==> src/rtl/cpu_defs_pkg.sv <==
// Shared fetch-stage definitions: boot address, bubble word, state encoding, instruction width.
package cpu_defs;

    localparam int INST_W = 32;

    localparam logic [INST_W-1:0] DEF_RESET_PC  = 32'h0000_0000;
    localparam logic [INST_W-1:0] DEF_NOP_WORD  = 32'h0000_0000;

    typedef enum logic {
        FETCH_BOOT = 1'b0,
        FETCH_RUN  = 1'b1
    } fetch_state_t;

endpackage

==> src/rtl/pc_next_sel.sv <==
// Next-PC priority mux: redirect, then pending redirect, then sequential pc+4.
// Purely combinational; redirect targets are word-aligned and misalignment is flagged.
module pc_next_sel
    import cpu_defs::*;
(
    input  logic [INST_W-1:0] pc,
    input  logic              br_valid,
    input  logic [INST_W-1:0] br_target,
    input  logic              pend_valid,
    input  logic [INST_W-1:0] pend_target,
    output logic [INST_W-1:0] next_pc,
    output logic [INST_W-1:0] tgt_aligned,
    output logic              misaligned
);

    always_comb begin
        tgt_aligned = {br_target[INST_W-1:2], 2'b00};
        misaligned  = br_valid && (br_target[1:0] != 2'b00);
        next_pc     = pc + 32'd4;
        if (br_valid) begin
            next_pc = tgt_aligned;
        end else if (pend_valid) begin
            next_pc = pend_target;
        end
    end

endmodule

==> src/rtl/inst_fetch.sv <==
// Instruction fetch: owns the PC, drives the combinational imem port, fills IF/ID one edge later.
// Stall freezes PC and IF/ID (redirects are parked); flush overrides stall and inserts a bubble.
module inst_fetch
    import cpu_defs::*;
#(
    parameter logic [INST_W-1:0] RESET_PC = DEF_RESET_PC,
    parameter logic [INST_W-1:0] NOP_WORD = DEF_NOP_WORD
) (
    input  logic              clk,
    input  logic              rst_n,
    input  logic              stall,
    input  logic              flush,
    input  logic              br_valid,
    input  logic [INST_W-1:0] br_target,
    output logic              ce,
    output logic [INST_W-1:0] addr,
    input  logic [INST_W-1:0] data,
    output logic [INST_W-1:0] if_pc,
    output logic [INST_W-1:0] if_inst,
    output logic              if_valid,
    output logic              adel_err
);

    fetch_state_t      state_q, state_d;
    logic [INST_W-1:0] pc_q;
    logic              pend_valid_q;
    logic [INST_W-1:0] pend_target_q;
    logic [INST_W-1:0] next_pc;
    logic [INST_W-1:0] tgt_aligned;
    logic              misaligned;
    logic              advance;

    pc_next_sel u_pc_next_sel (
        .pc          (pc_q),
        .br_valid    (br_valid),
        .br_target   (br_target),
        .pend_valid  (pend_valid_q),
        .pend_target (pend_target_q),
        .next_pc     (next_pc),
        .tgt_aligned (tgt_aligned),
        .misaligned  (misaligned)
    );

    always_ff @(posedge clk or negedge rst_n) begin
        if (!rst_n) begin
            state_q <= FETCH_BOOT;
        end else begin
            state_q <= state_d;
        end
    end

    always_comb begin
        state_d = state_q;
        ce      = 1'b0;
        case (state_q)
            FETCH_BOOT: state_d = FETCH_RUN;
            FETCH_RUN:  ce      = 1'b1;
            default:    state_d = FETCH_BOOT;
        endcase
    end

    // Flush wins over stall: the pipe must keep moving to reach the exception vector.
    assign advance = (state_q == FETCH_RUN) && (flush || !stall);
    assign addr    = pc_q;

    always_ff @(posedge clk or negedge rst_n) begin
        if (!rst_n) begin
            pc_q          <= RESET_PC;
            pend_valid_q  <= 1'b0;
            pend_target_q <= '0;
            if_pc         <= '0;
            if_inst       <= NOP_WORD;
            if_valid      <= 1'b0;
            adel_err      <= 1'b0;
        end else begin
            if (misaligned) begin
                adel_err <= 1'b1;
            end
            if (advance) begin
                // A live redirect supersedes any parked one, so the park slot always empties here.
                pc_q         <= next_pc;
                pend_valid_q <= 1'b0;
                if_pc        <= pc_q;
                if (flush) begin
                    if_inst  <= NOP_WORD;
                    if_valid <= 1'b0;
                end else begin
                    if_inst  <= data;
                    if_valid <= 1'b1;
                end
            end else if (br_valid) begin
                pend_target_q <= tgt_aligned;
                pend_valid_q  <= 1'b1;
            end
        end
    end

endmodule

==> config.mk <==
export PLATFORM = sky130hd
export DESIGN_NAME = inst_fetch
export DESIGN_NICKNAME = d
export VERILOG_FILES = /design/src/rtl/cpu_defs_pkg.sv /design/src/rtl/pc_next_sel.sv /design/src/rtl/inst_fetch.sv
export SDC_FILE = /design/constraint.sdc
export NUM_CORES = 1
export LEC_CHECK = 0
export ABC_AREA = 1
export ABC_CLOCK_PERIOD_IN_PS = 1720
export CAP_MARGIN = 10
export CORE_MARGIN = 2
export CORE_UTILIZATION = 45
export CTS_CLUSTER_SIZE = 10
export DETAILED_ROUTE_END_ITERATION = 10
export GPL_ROUTABILITY_DRIVEN = 0
export PLACE_DENSITY_LB_ADDON = 0.25
export SLEW_MARGIN = 25
export SYNTH_ARGS = -nofsm -noshare
export SYNTH_HDL_FRONTEND = slang
export SYNTH_SLANG_ARGS = --single-unit
export TNS_END_PERCENT = 10
==> constraint.sdc <==
create_clock -name clk -period 1.72 [get_ports clk]
set_clock_uncertainty 0.1 [all_clocks]
set_input_delay 0.172 -clock clk [delete_from_list [all_inputs] [get_ports clk]]
set_output_delay 0.172 -clock clk [all_outputs]
set_load 0.05 [all_outputs]
==> impl_results.md <==
* Area delta synth->final at 38.4%
* Reg2Reg Depth at 10
* Row count at 42
* Final setup fails at 0
* Router iterations before antenna repair at 5
* Via count at 5,840
* Aggregate routed wire length at 16.9 mm
* Die Ht at 121 um
* GR Util All Layers at 0.240
* Critical Path Start: addr[2]
* Minimum clock period at 1.67 ns
* CTS H-tree lvls at 4
* FILL cells at 1,233
* Cells after DPL at 1,132
* Critical path's slowest cell: dfrtp_2
* Share of layout cells above drive strength 1 at 0.201
* # clock sinks at 126
* Clock Tree Buf Depth at 2
* First-pass GRT wire length at 27.3 mm
* Post-layout nets at 1,050
* CP delay by family, top: simple AND/OR/NAND/NOR gates
* Setup Crit Path Kind: reg -> reg
* RSZ-0062 raised after global routing: true
* Worst-skew pair later-pin latency at 0.41 ns
* Highest clock rate at 598 MHz
* Chip Width at 121 um
* Largest net degree at the start of global routing at 73
* Multi-input gate area at 2610 um2
* Cell count along the critical path at 10
* Critical path peak fanout at 5
* Vias in the first global route at 5,292
* Initial core utilization at 0.464
* Critical path buffer and inverter count at 1
* Initial drt markers at 424
* Pwr/cell area at 1190 nW/um2
* DRC violations left at 0
* Cell Count, Final, Fillers Out at 1,167
* Post-detail-place hpwl at 12.2 mm
* Ports at 168
* Period Utilization, post-route at 0.972
* Pleak at 4.16 nW
* Register bit total from synthesis at 126
* Critical Path Start Type: flop
* CP arrival at 1.86 ns
* Post-route ant nets at 0
* Yosys cell types at 27
* Final hold vios at 0
* Most common cell after layout, fill and taps aside: nand2_1
* Root Buffer: clkbuf_16
* CP Capture Point: addr[8]
* Most frequent cells in the layout: 293 x nand2_1, 123 x buf_4, 116 x dfrtp_1
* Outcome: completed
* CTS buffer count at 17
* Worst Setup End Kind: flop
* Syn Inst Count at 807
* Syn avg cell area at 7.64 um2
* Crit path cell chain: ha_4 -> nand2_4 -> nor2_4 -> nand2_1 -> buf_4 -> xor2_1 -> nand2_1 -> nand3_1 -> nand2_1 -> o21ai_0
* Post-synthesis sequential area ratio at 0.511
* CP peak stage delay at 0.42 ns
* Vias per Instance at 5.00
* Maximum vdd ir drop at 0.000631 V
* # port buffers at 163
* Initial antenna violation count at 0
* Crit-path most repeated cell: nand2_1
* FF-to-FF Start: addr[2]
* Worst reg-to-reg setup slack at 0.05 ns
* Core footprint at 13,300 um2
* Synth warn at 0
* Max Slew Vio Count at 0
* DR WL/cell at 14.4 um
* Ant diodes at 0
* GR Overflow Total at 0
* Post-Syn Area at 6170 um2
* Seq. cell area at 3170 um2
* Critical path required time at 1.91 ns
* Max Cap Viol at 0
* Total die area at 14,700 um2
* R2r endpoint: addr[8]
* Worst-path clk slew at 0.05 ns
* Hold WC Path Type: in -> async
* Tot Pwr at 0.0102 W
* CTS tree: done
## stage by stage
step	hold WS, ns	setup TNS (ns)	util	setup slack (ns)	cell area, um2
after floorplan	-0.224	-0.0726	-	-0.0169	6200
after global placement	0.0422	-0.0442	0.594	-0.0100	7900
after detailed placement	0.0433	-0.452	0.594	-0.0351	7900
after CTS	0.133	0	0.637	0.0359	8480
after global routing	0.172	-0.531	0.642	-0.0741	8540
final	0.138	0	0.642	0.0479	8540
## cell usage after synthesis
cell | number | area share
a21oi_1 | 49 | 0.040
a31oi_1 | 1 | 0.0010
and2_1 | 1 | 0.0010
buf_2 | 21 | 0.017
buf_4 | 4 | 0.0049
clkbuf_1 | 21 | 0.013
conb_1 | 2 | 0.0012
dfrtp_1 | 126 | 0.51
ha_1 | 1 | 0.0020
inv_1 | 66 | 0.040
inv_2 | 1 | 0.00061
mux2_2 | 5 | 0.0091
nand2_1 | 295 | 0.18
nand2_2 | 4 | 0.0041
nand2_4 | 1 | 0.0018
nand3_1 | 42 | 0.034
nand4_1 | 2 | 0.0020
nor2_1 | 34 | 0.021
nor2_2 | 9 | 0.0091
nor2_4 | 4 | 0.0073
o2111ai_1 | 1 | 0.0014
o211ai_1 | 3 | 0.0037
o21ai_0 | 102 | 0.083
o21ai_1 | 6 | 0.0049
o21bai_1 | 1 | 0.0012
o22ai_1 | 1 | 0.0010
xor2_1 | 4 | 0.0057
## cells by family (layout without fill, tap and decap cells)
kind of cell / after synthesis / after routing / share of synthesized area
xor+xnor: 4 / 4 / 0.00568
compound gates: 164 / 164 / 0.136
fa+ha+maj: 1 / 1 / 0.00203
simple gates: 392 / 392 / 0.260
flops: 126 / 126 / 0.511
mux: 5 / 5 / 0.00913
buf+inv: 113 / 294 / 0.0755
other cells: 2 / 5 / 0.00122
## report_power, final
part	leakage, nW	switching (W)	total [W]	internal, W
logic	2.31	0.00210	0.00307	0.000971
clock network	0.284	0.00120	0.00338	0.00219
registers	1.56	0.000350	0.00374	0.00339
## flip-flops by register name (all words and copies together), names as in the netlist
signal         flops
if_pc             30
if_valid           1
adel_err           1
pend_valid_q       1
addr              30
pend_target_q     30
state_q            1
if_inst           32
## how the worst min path moves through the flow
| stage | from | endpoint | slack [ns] | cells past startpoint |
|---|---|---|---|---|
| global placement | rst_n | if_pc[7] | 0.04 | 1 |
| global route | rst_n | pend_target_q[6] | 0.17 | 2 |
| finish | rst_n | pend_target_q[7] | 0.14 | 2 |
| detailed placement | rst_n | if_pc[7] | 0.04 | 1 |
| CTS | br_valid | addr[2] | 0.13 | 3 |
| floorplan | rst_n | addr[10] | -0.22 | 0 |
## layer usage
layer	vias up	part of all wire	track usage
met5	-	0	0
met4	0	0.023	0.0981
met3	29	0.083	0.0564
met2	250	0.43	0.340
met1	2652	0.46	0.353
li1	2909	-	-
## cell type report
cell class,count,area share
flip-flops and latches,126,0.371
multi-input cells,571,0.306
repair buffers,197,0.201
clock buffers,24,0.0599
inverters,67,0.0295
well taps,176,0.0258
clock inverters,6,0.00674
## worst reg2reg max path, stage by stage (launching register included)
cell     delay (ns)
dfrtp_2        0.42
ha_4           0.16
nand2_4        0.06
nor2_4         0.13
nand2_1        0.13
buf_4          0.16
xor2_1         0.13
nand2_1        0.07
nand3_1        0.07
nand2_1        0.07
o21ai_0        0.07
## what timing repair did
action | 4_1_cts | 5_1_grt
hold buffers | 1 | 0
endpoints found under the setup margin | 0 | 12
buffers inserted | 0 | 4
gates resized for setup | 0 | 8
endpoints found under the hold margin | 126 | 0
Note: power is estimated with default switching activity, not from simulation.
